**config.mk**
```make
export PLATFORM = sky130hd
export DESIGN_NAME = shift_out_driver
export DESIGN_NICKNAME = d
export VERILOG_FILES = /design/src/rtl/shift_out_driver.sv
export SDC_FILE = /design/constraint.sdc
export NUM_CORES = 1
export LEC_CHECK = 0
export CAP_MARGIN = 20
export CORE_MARGIN = 2
export CORE_UTILIZATION = 60
export DETAILED_ROUTE_END_ITERATION = 7
export GPL_TIMING_DRIVEN = 0
export PLACE_DENSITY = 0.9
export SKIP_CTS_REPAIR_TIMING = 1
export SLEW_MARGIN = 20
export SYNTH_ARGS = -nofsm -noshare
export SYNTH_HDL_FRONTEND = slang
export SYNTH_SLANG_ARGS = --single-unit
```
**constraint.sdc**
```tcl
create_clock -name clk -period 8.9 [get_ports clk]
set_clock_uncertainty 0.2 [all_clocks]
set_input_delay 1.78 -clock clk [delete_from_list [all_inputs] [get_ports clk]]
set_output_delay 1.78 -clock clk [all_outputs]
set_load 0.01 [all_outputs]
```
**src/rtl/shift_out_driver.sv**
```systemverilog
// Serial transmitter for a daisy-chained SIPO (74HC595-style) register string.
// Shifts a WIDTH-bit word MSB-first on a divided clock, pulses the latch, then signals done.
module shift_out_driver #(
  parameter int WIDTH   = 32,
  parameter int CLK_DIV = 100
) (
  input  logic             clk,
  input  logic             reset,
  input  logic [WIDTH-1:0] data_in,
  input  logic             load,
  output logic             busy,
  output logic             done,
  output logic             pending_full,
  output logic             sr_clk_out,
  output logic             sr_data_out,
  output logic             latch_out,
  output logic             oe_n
);

  localparam int DW = (CLK_DIV > 1) ? $clog2(CLK_DIV) : 1;
  localparam int BW = (WIDTH > 1) ? $clog2(WIDTH) : 1;

  typedef enum logic [2:0] {IDLE, SHIFT_LO, SHIFT_HI, LATCH, DONE} state_t;

  state_t           state_q, state_d;
  logic [WIDTH-1:0] shift_q, shift_d;
  logic [WIDTH-1:0] pend_q, pend_d;
  logic             pend_full_q, pend_full_d;
  logic [DW-1:0]    div_q, div_d;
  logic [BW-1:0]    bit_q, bit_d;
  logic             oe_on_q, oe_on_d;
  logic             div_last;

  assign div_last = (div_q == DW'(CLK_DIV - 1));

  always_ff @(posedge clk or posedge reset) begin
    if (reset) begin
      state_q     <= IDLE;
      shift_q     <= '0;
      pend_q      <= '0;
      pend_full_q <= 1'b0;
      div_q       <= '0;
      bit_q       <= '0;
      oe_on_q     <= 1'b0;
    end else begin
      state_q     <= state_d;
      shift_q     <= shift_d;
      pend_q      <= pend_d;
      pend_full_q <= pend_full_d;
      div_q       <= div_d;
      bit_q       <= bit_d;
      oe_on_q     <= oe_on_d;
    end
  end

  always_comb begin
    state_d     = state_q;
    shift_d     = shift_q;
    pend_d      = pend_q;
    pend_full_d = pend_full_q;
    div_d       = div_q;
    bit_d       = bit_q;
    oe_on_d     = oe_on_q;

    // Loads arriving mid-frame park in the pending buffer; last writer wins.
    if (load && (state_q == SHIFT_LO || state_q == SHIFT_HI || state_q == LATCH)) begin
      pend_d      = data_in;
      pend_full_d = 1'b1;
    end

    if (state_q == SHIFT_LO || state_q == SHIFT_HI || state_q == LATCH)
      div_d = div_last ? '0 : div_q + 1'b1;

    unique case (state_q)
      IDLE: begin
        if (load) begin
          shift_d = data_in;
          bit_d   = BW'(WIDTH - 1);
          div_d   = '0;
          state_d = SHIFT_LO;
        end
      end
      SHIFT_LO: begin
        if (div_last) state_d = SHIFT_HI;
      end
      SHIFT_HI: begin
        if (div_last) begin
          if (bit_q != '0) begin
            bit_d   = bit_q - 1'b1;
            state_d = SHIFT_LO;
          end else begin
            state_d = LATCH;
          end
        end
      end
      LATCH: begin
        if (div_last) begin
          state_d = DONE;
          oe_on_d = 1'b1;
        end
      end
      DONE: begin
        pend_full_d = 1'b0;
        div_d       = '0;
        bit_d       = BW'(WIDTH - 1);
        if (load) begin
          shift_d = data_in;
          state_d = SHIFT_LO;
        end else if (pend_full_q) begin
          shift_d = pend_q;
          state_d = SHIFT_LO;
        end else begin
          state_d = IDLE;
        end
      end
      default: state_d = IDLE;
    endcase
  end

  assign busy         = (state_q != IDLE);
  assign done         = (state_q == DONE);
  assign pending_full = pend_full_q;
  assign sr_clk_out   = (state_q == SHIFT_HI);
  assign sr_data_out  = (state_q == SHIFT_LO || state_q == SHIFT_HI) ? shift_q[bit_q] : 1'b0;
  assign latch_out    = (state_q == LATCH);
  assign oe_n         = ~oe_on_q;

endmodule

```
* Word-level counts from Yosys, hierarchy flattened
Index checks and enable logic that the tools add are counted.
Word-level totals: word-level logic and storage cells 60, output and inout port bits 7, register bits after elaboration 81, bits of input ports 35
Cells by class: reductions and logical operators 13, bitwise logic cells 1, $add $sub $neg 2, magnitude comparators 1, mux-type cells 25, eq/ne operators 11
Operator list (count):
- 32-bit two-way mux | 3
- 32-bit case mux with 2 select lines | 1
- 7-bit two-way mux | 3
- 5-bit two-way mux | 3
- 3-bit case mux with 5 select lines | 1
- 5-bit case mux with 3 select lines | 1
- 7-bit case mux with 2 select lines | 1
- 3-bit two-way mux | 4
- 4-bit AND reduction | 2
- 7-bit by 1-bit adder with 7-bit output (second input constant) | 1
- 7-bit == test (second input constant) | 1
- 3-bit by 2-bit == test with 1-bit output (second input constant) | 2
- 5-bit by 6-bit < comparator with 1-bit output (second input constant) | 1
- 1-bit two-way mux | 6
- 2-bit by 1-bit != test with 1-bit output (second input constant) | 3
- 3-bit nonzero test | 2
- 1-bit binary-select mux with 5-bit select | 1
- 5-bit nonzero test | 1
- 5-bit by 1-bit subtractor with 5-bit output (second input constant) | 1
- 2-bit != test (second input constant) | 2
- 2-bit nonzero test | 2
- 3-bit by 1-bit == test with 1-bit output (second input constant) | 1
- 3-bit == test (second input constant) | 1
- 3-bit zero test | 1
- other kinds (7) | 8

* Depth between registers and ports, before layout
Gate-level depths: netlist of run 1.
depth in word-level cells 6, gate-level depth with buffers 8, mapped depth without buffers 7

* Least setup slack after synthesis of run 1
No wires, ideal clock.
path kind register -> output, start reg bit_q[0], end out sr_data_out, path slack 5.399 ns, buffers on the path 1, arrival 1.521 ns, data required time 6.920 ns, stages on the path, launching flop included 6, cell sequence dfrtp_1 buf_2 mux4_2 o221ai_1 o21ai_0 o311a_1
Between the ends: cells in the longest elaborated chain, start to end 3
Ends and longest elaborated chain:
- start: declaration | line 30 | logic [BW-1:0] bit_q, bit_d;
- start signal: assignment | line 51 | bit_q <= bit_d;
- 1-bit binary-select mux with 5-bit select | line 124 | assign sr_data_out = (state_q == SHIFT_LO || state_q == SHIFT_HI) ? shift_q[bit_q] : 1'b0;
- 1-bit two-way mux (not written as such) | line 124
- 1-bit two-way mux | line 124
- end: declaration | line 15 | output logic sr_data_out,
No other way between the ends. The select of a mux whose other input is x is not followed.

* Worst setup path in the final report of run 1
start reg bit_q[2], end out sr_data_out
Same word-level chain as after synthesis.

==> impl_metrics.tcl, run 1 <==
set metrics [dict create \
    outcome "completed" \
    ys.flop_type "dfrtp_1" \
    grt_max_degree 43 \
    vias_per_cell 5.86 \
    via_count 2732 \
    start_util_pct 61.3 \
    hold_viol_final 0 \
    layout-drive-gt1-share_pct 19.3 \
    dieArea_mm2 0.00707 \
    routed_wirelength_um 7490 \
    gp_congestion 0.861 \
    clock_path_buffers 2 \
    drt-pass1-iter-count 4 \
    nNetsFinal 422 \
    cp.required_ps 6920 \
    final_cells 466 \
    grt-ovfl-total 0 \
    drtIter0Drc 198 \
    yosys_warnings 0 \
    placementRows 29 \
    p_leak_nw 1.89 \
    ios 42 \
    drcViolationCount 0 \
    total_power_mw 0.765 \
    portBuffers 41 \
    fmax_mhz 220 \
    worst_hold_slack_ps 275 \
    p_per_area_mw_per_mm2 167 \
    critPathKind "register to primary output" \
    async_reset_ff_share_pct 100 \
    layout_commonest_cell "dfrtp_1" \
    die-width_um 84.1 \
    detail-route-antenna-nets 0 \
    setup_tns_ps 0 \
    setup_slack_ps 4350 \
    synth_nets 369 \
    htreeDepth 3 \
    root_buffer "clkbuf_8" \
    place_hpwl_um 5240 \
    finalCritPeriodShare_pct 51.1 \
    mostFrequentLayoutCells "81 x dfrtp_1, 47 x nor2_1, 41 x clkdlybuf4s50_1, 39 x a21oi_1, 36 x mux2i_1" \
    worst_pin_slew_ps 757 \
    grt_usage_pct 23.4 \
    synthesis.area_mm2 0.00385 \
    diodes 0 \
    post_drt_wl_per_cell_um 16.1 \
    fillers 443 \
    critPathLaunchType "register" \
    hold_class "register to register" \
    max_cap_violations 0 \
    synth_cells 332 \
    ys_ff_latch 81 \
    slew_headroom_pct 49.1 \
    fp.dieH_um 84.1 \
    grt_antenna_before_repair 0 \
    grt_pass1_vias 2726 \
    grt_pass1_wl_um 12900 \
    cts_tree "done" \
    syn2layout_area_growth_pct 19.4 \
    synth_edf_count 0 \
    clkTransAtPathRegs_ps 80 \
    yosysSeqAreaShare_pct 52.7 \
    dp_slack_ps 4770 \
    post-place-cells 451 \
    core_mm2 0.00628 \
    numCtsBuffers 9 \
    crit_path_max_fanout 10 \
    ys_types 43 \
    end_kind "primary output" \
    syn_avg_cell_area_um2 11.6 \
    setup_viol 0 \
    crit_arrival_ps 2570 \
    period_minus_slack_ps 4550 \
    ir_drop_mv 0.143 \
    rsz0062_at_grt "false" \
    clkLatencyLatePin_ps 350 \
    slew_violations 0 \
    cts_sinks 81 \
]
## synth_stat cells (2+ instances only)
master / count / area (um^2)
a21oi_1: 39 / 195
buf_2: 9 / 45.0
buf_4: 3 / 22.5
clkbuf_1: 10 / 37.5
dfrtp_1: 81 / 2030
ha_1: 2 / 25.0
inv_1: 6 / 22.5
mux2_2: 32 / 360
mux2i_1: 36 / 360
mux4_2: 6 / 135
nand2_1: 6 / 22.5
nand2b_1: 2 / 12.5
nand3_1: 8 / 40.0
nand4_1: 2 / 12.5
nor2_1: 47 / 176
nor3_1: 3 / 15.0
o21ai_0: 5 / 25.0
o31ai_1: 2 / 15.0
or2_2: 2 / 12.5
or3_1: 3 / 18.8
xnor2_1: 3 / 26.3
xor2_1: 4 / 35.0
## power by group
group	internal (mW)	total, mW	leakage, nW	switching [mW]
sequential	0.391	0.404	0.960	0.0121
combinational	0.0389	0.0668	0.814	0.0279
clock	0.164	0.295	0.113	0.131
## sequential cells by signal, indices dropped and copies added (netlist names)
name / cells
pend_q: 32
shift_q: 32
oe_on_q: 1
bit_q: 5
state_q: 3
pending_full: 1
div_q: 7
## kinds of logic (layout without fill, tap and decap cells)
group	Yosys count	count (layout)	share of synthesized area, %
flops	81	81	52.7
compound gates	57	57	8.75
xor+xnor	7	7	1.59
mux	74	74	22.2
fa+ha+maj	2	2	0.650
buf+inv	28	85	3.32
simple gates	83	83	10.8
## critical path: stages, from the launching register on
cell	delay (ps)
dfrtp_1	330
buf_2	190
buf_2	270
mux2i_1	110
nand3_1	90
nand4_1	80
a311oi_1	340
o311a_1	260
clkdlybuf4s50_1	540
## final cells by class
class / count / area, um^2 / area share (%)
inverters: 6 / 25.0 / 0.545
flip-flops and latches: 81 / 2030 / 44.1
well taps: 77 / 96.3 / 2.10
plain buffers: 22 / 105 / 2.29
clock buffers: 10 / 138 / 3.00
multi-input cells: 223 / 1690 / 36.9
repair buffers: 42 / 430 / 9.37
clock inverters: 5 / 78.8 / 1.72
## worst paths after layout
check                                         endpoint  slack [ps]                  from  cells after the start
max in group asynchronous        pend_q[0]$_DFFE_PP0P_        6310                 reset                      3
worst min register to register     oe_on_q$_DFFE_PP0P_         280   oe_on_q$_DFFE_PP0P_                      1
worst max register to register    bit_q[2]$_DFFE_PP0P_        6600  bit_q[1]$_DFFE_PP0P_                      7
min in group asynchronous       pend_q[19]$_DFFE_PP0P_        1610                 reset                      2
worst min-delay path               oe_on_q$_DFFE_PP0P_         280   oe_on_q$_DFFE_PP0P_                      1
worst max-delay path                       sr_data_out        4350  bit_q[2]$_DFFE_PP0P_                      8
## metal layers
metal | vias up | GRT usage, % | routed length, um
li1 | 1283 | - | -
met1 | 1352 | 29.8 | 3150
met2 | 75 | 37.7 | 3760
met3 | 22 | 6.03 | 343
met4 | 0 | 10.6 | 232
met5 | - | 0 | 0
## metrics by stage
stage | area, um^2 | utilization [%]
after floorplan | 3850 | -
after global placement | 4350 | 69.4
after detailed placement | 4380 | 69.7
after CTS | 4590 | 73.2
after global routing | 4590 | 73.2
final | 4590 | 73.2
Note: power is estimated with default switching activity, not from simulation.
==> run 2, diff against run 1 <==
--- a/config.mk
+++ b/config.mk
@@ -7,10 +7,10 @@
 export LEC_CHECK = 0
 export CAP_MARGIN = 20
 export CORE_MARGIN = 2
-export CORE_UTILIZATION = 60
+export CORE_UTILIZATION = 51
 export DETAILED_ROUTE_END_ITERATION = 7
 export GPL_TIMING_DRIVEN = 0
-export PLACE_DENSITY = 0.9
+export PLACE_DENSITY = 0.82
 export SKIP_CTS_REPAIR_TIMING = 1
 export SLEW_MARGIN = 20
 export SYNTH_ARGS = -nofsm -noshare
==> constraint.sdc (replaced) <==
create_clock -name clk -period 3.7 [get_ports clk]
set_clock_uncertainty 0.2 [all_clocks]
set_input_delay 0.74 -clock clk [delete_from_list [all_inputs] [get_ports clk]]
set_output_delay 0.74 -clock clk [all_outputs]
set_load 0.01 [all_outputs]
==> run 2 against run 1 <==
Against the previous run: critical path depth shrank 2; cell count grew 4.9%; core utilization shrank 9.4 points; flip-flop and latch count is the same; power grew 150%; wire length shrank 0.53%; sequential share of layout area shrank 0.53 points; critical path type unchanged; largest cell class unchanged; highest routed layer unchanged.
==> impl_metrics.tcl, run 2 (same netlist as run 1, synthesis figures left out) <==
set metrics [dict create \
    outcome "completed" \
    grt_max_degree 42 \
    final_cells 489 \
    vias_per_cell 5.51 \
    drt-pass1-iter-count 4 \
    end_kind "primary output" \
    hold_class "register to register" \
    cts_sinks 81 \
    post_drt_wl_per_cell_um 15.2 \
    place_hpwl_um 5350 \
    htreeDepth 3 \
    start_util_pct 52.8 \
    placementRows 31 \
    layout-drive-gt1-share_pct 19.2 \
    die-width_um 90.9 \
    critPathKind "register to primary output" \
    layout_commonest_cell "dfrtp_1" \
    grt_antenna_before_repair 0 \
    max_cap_violations 0 \
    grt-ovfl-total 0 \
    portBuffers 41 \
    grt_pass1_vias 2696 \
    rsz0062_at_grt "false" \
    gp_congestion 0.864 \
    diodes 0 \
    fp.dieH_um 90.9 \
    slew_headroom_pct 49.6 \
    grt_usage_pct 19.5 \
    crit_arrival_ps 2540 \
    post-place-cells 473 \
    clkTransAtPathRegs_ps 80 \
    critPathLaunchType "register" \
    setup_viol 0 \
    root_buffer "clkbuf_8" \
    syn2layout_area_growth_pct 20.8 \
    via_count 2695 \
    clkLatencyLatePin_ps 360 \
    p_leak_nw 1.89 \
    numCtsBuffers 9 \
    finalCritPeriodShare_pct 94.1 \
    nNetsFinal 422 \
    ir_drop_mv 0.199 \
    slew_violations 0 \
    p_per_area_mw_per_mm2 410 \
    ios 42 \
    worst_hold_slack_ps 279 \
    grt_pass1_wl_um 12600 \
    fmax_mhz 287 \
    drtIter0Drc 144 \
    cts_tree "done" \
    fillers 603 \
    dieArea_mm2 0.00825 \
    detail-route-antenna-nets 0 \
    cp.required_ps 2760 \
    hold_viol_final 0 \
    crit_path_max_fanout 10 \
    worst_pin_slew_ps 750 \
    period_minus_slack_ps 3480 \
    drcViolationCount 0 \
    core_mm2 0.00729 \
    clock_path_buffers 2 \
    mostFrequentLayoutCells "81 x dfrtp_1, 47 x nor2_1, 41 x clkdlybuf4s50_1, 39 x a21oi_1, 36 x mux2i_1" \
    largestRegisters "pend_q (32), shift_q (32), div_q (7)" \
    routed_wirelength_um 7450 \
]
run 2: critical path: stages (launching register included):
cell	delay [ps]
dfrtp_1	420
clkbuf_4	260
mux4_2	540
o221ai_1	190
o21ai_0	140
o311a_1	160
clkdlybuf4s50_1	490
run 2: path summary, 6_finish.rpt:
check	cells after the start	end	slack (ps)	startpoint
max in group asynchronous	3	bit_q[3]$_DFFE_PP0P_	2150	reset
max reg2reg	6	shift_q[15]$_DFFE_PP0P_	1440	state_q[0]$_DFFE_PP0P_
min	1	oe_on_q$_DFFE_PP0P_	280	oe_on_q$_DFFE_PP0P_
min in group asynchronous	2	pend_q[27]$_DFFE_PP0P_	570	reset
max	6	sr_data_out	220	bit_q[0]$_DFFE_PP0P_
min reg2reg	1	oe_on_q$_DFFE_PP0P_	280	oe_on_q$_DFFE_PP0P_
run 2: area by class of cell:
| class | instances | area (um^2) | area share (%) |
|---|---|---|---|
| flip-flops and latches | 81 | 2030 | 43.6 |
| multi-input cells | 223 | 1690 | 36.4 |
| repair buffers | 42 | 430 | 9.26 |
| clock buffers | 10 | 128 | 2.74 |
| well taps | 99 | 124 | 2.66 |
| clock inverters | 6 | 115 | 2.48 |
| plain buffers | 22 | 108 | 2.31 |
| inverters | 6 | 25.0 | 0.538 |
run 2: metrics by stage:
stage	power [mW]	area, um^2	setup TNS (ps)	util, %	setup WS (ps)
4_1_cts	1.93	4650	0	63.7	172
5_1_grt	1.99	4650	0	63.8	59.0
6_report	1.91	4650	0	63.8	218
2_1_floorplan	1.08	3850	0	-	680
3_5_place_dp	1.15	4400	0	60.4	588
3_3_place_gp	1.14	4380	-45180	60.1	-561
run 2: routing by layer:
layer	wire, um	global-route usage (%)
met1	3310	26.0
met2	3700	30.6
met3	259	3.26
met4	177	10.5
met5	0	0
run 2: where the power goes:
group	internal, mW	switching (mW)
clock	0.452	0.323
sequential	0.942	0.0294
combinational	0.0936	0.0660
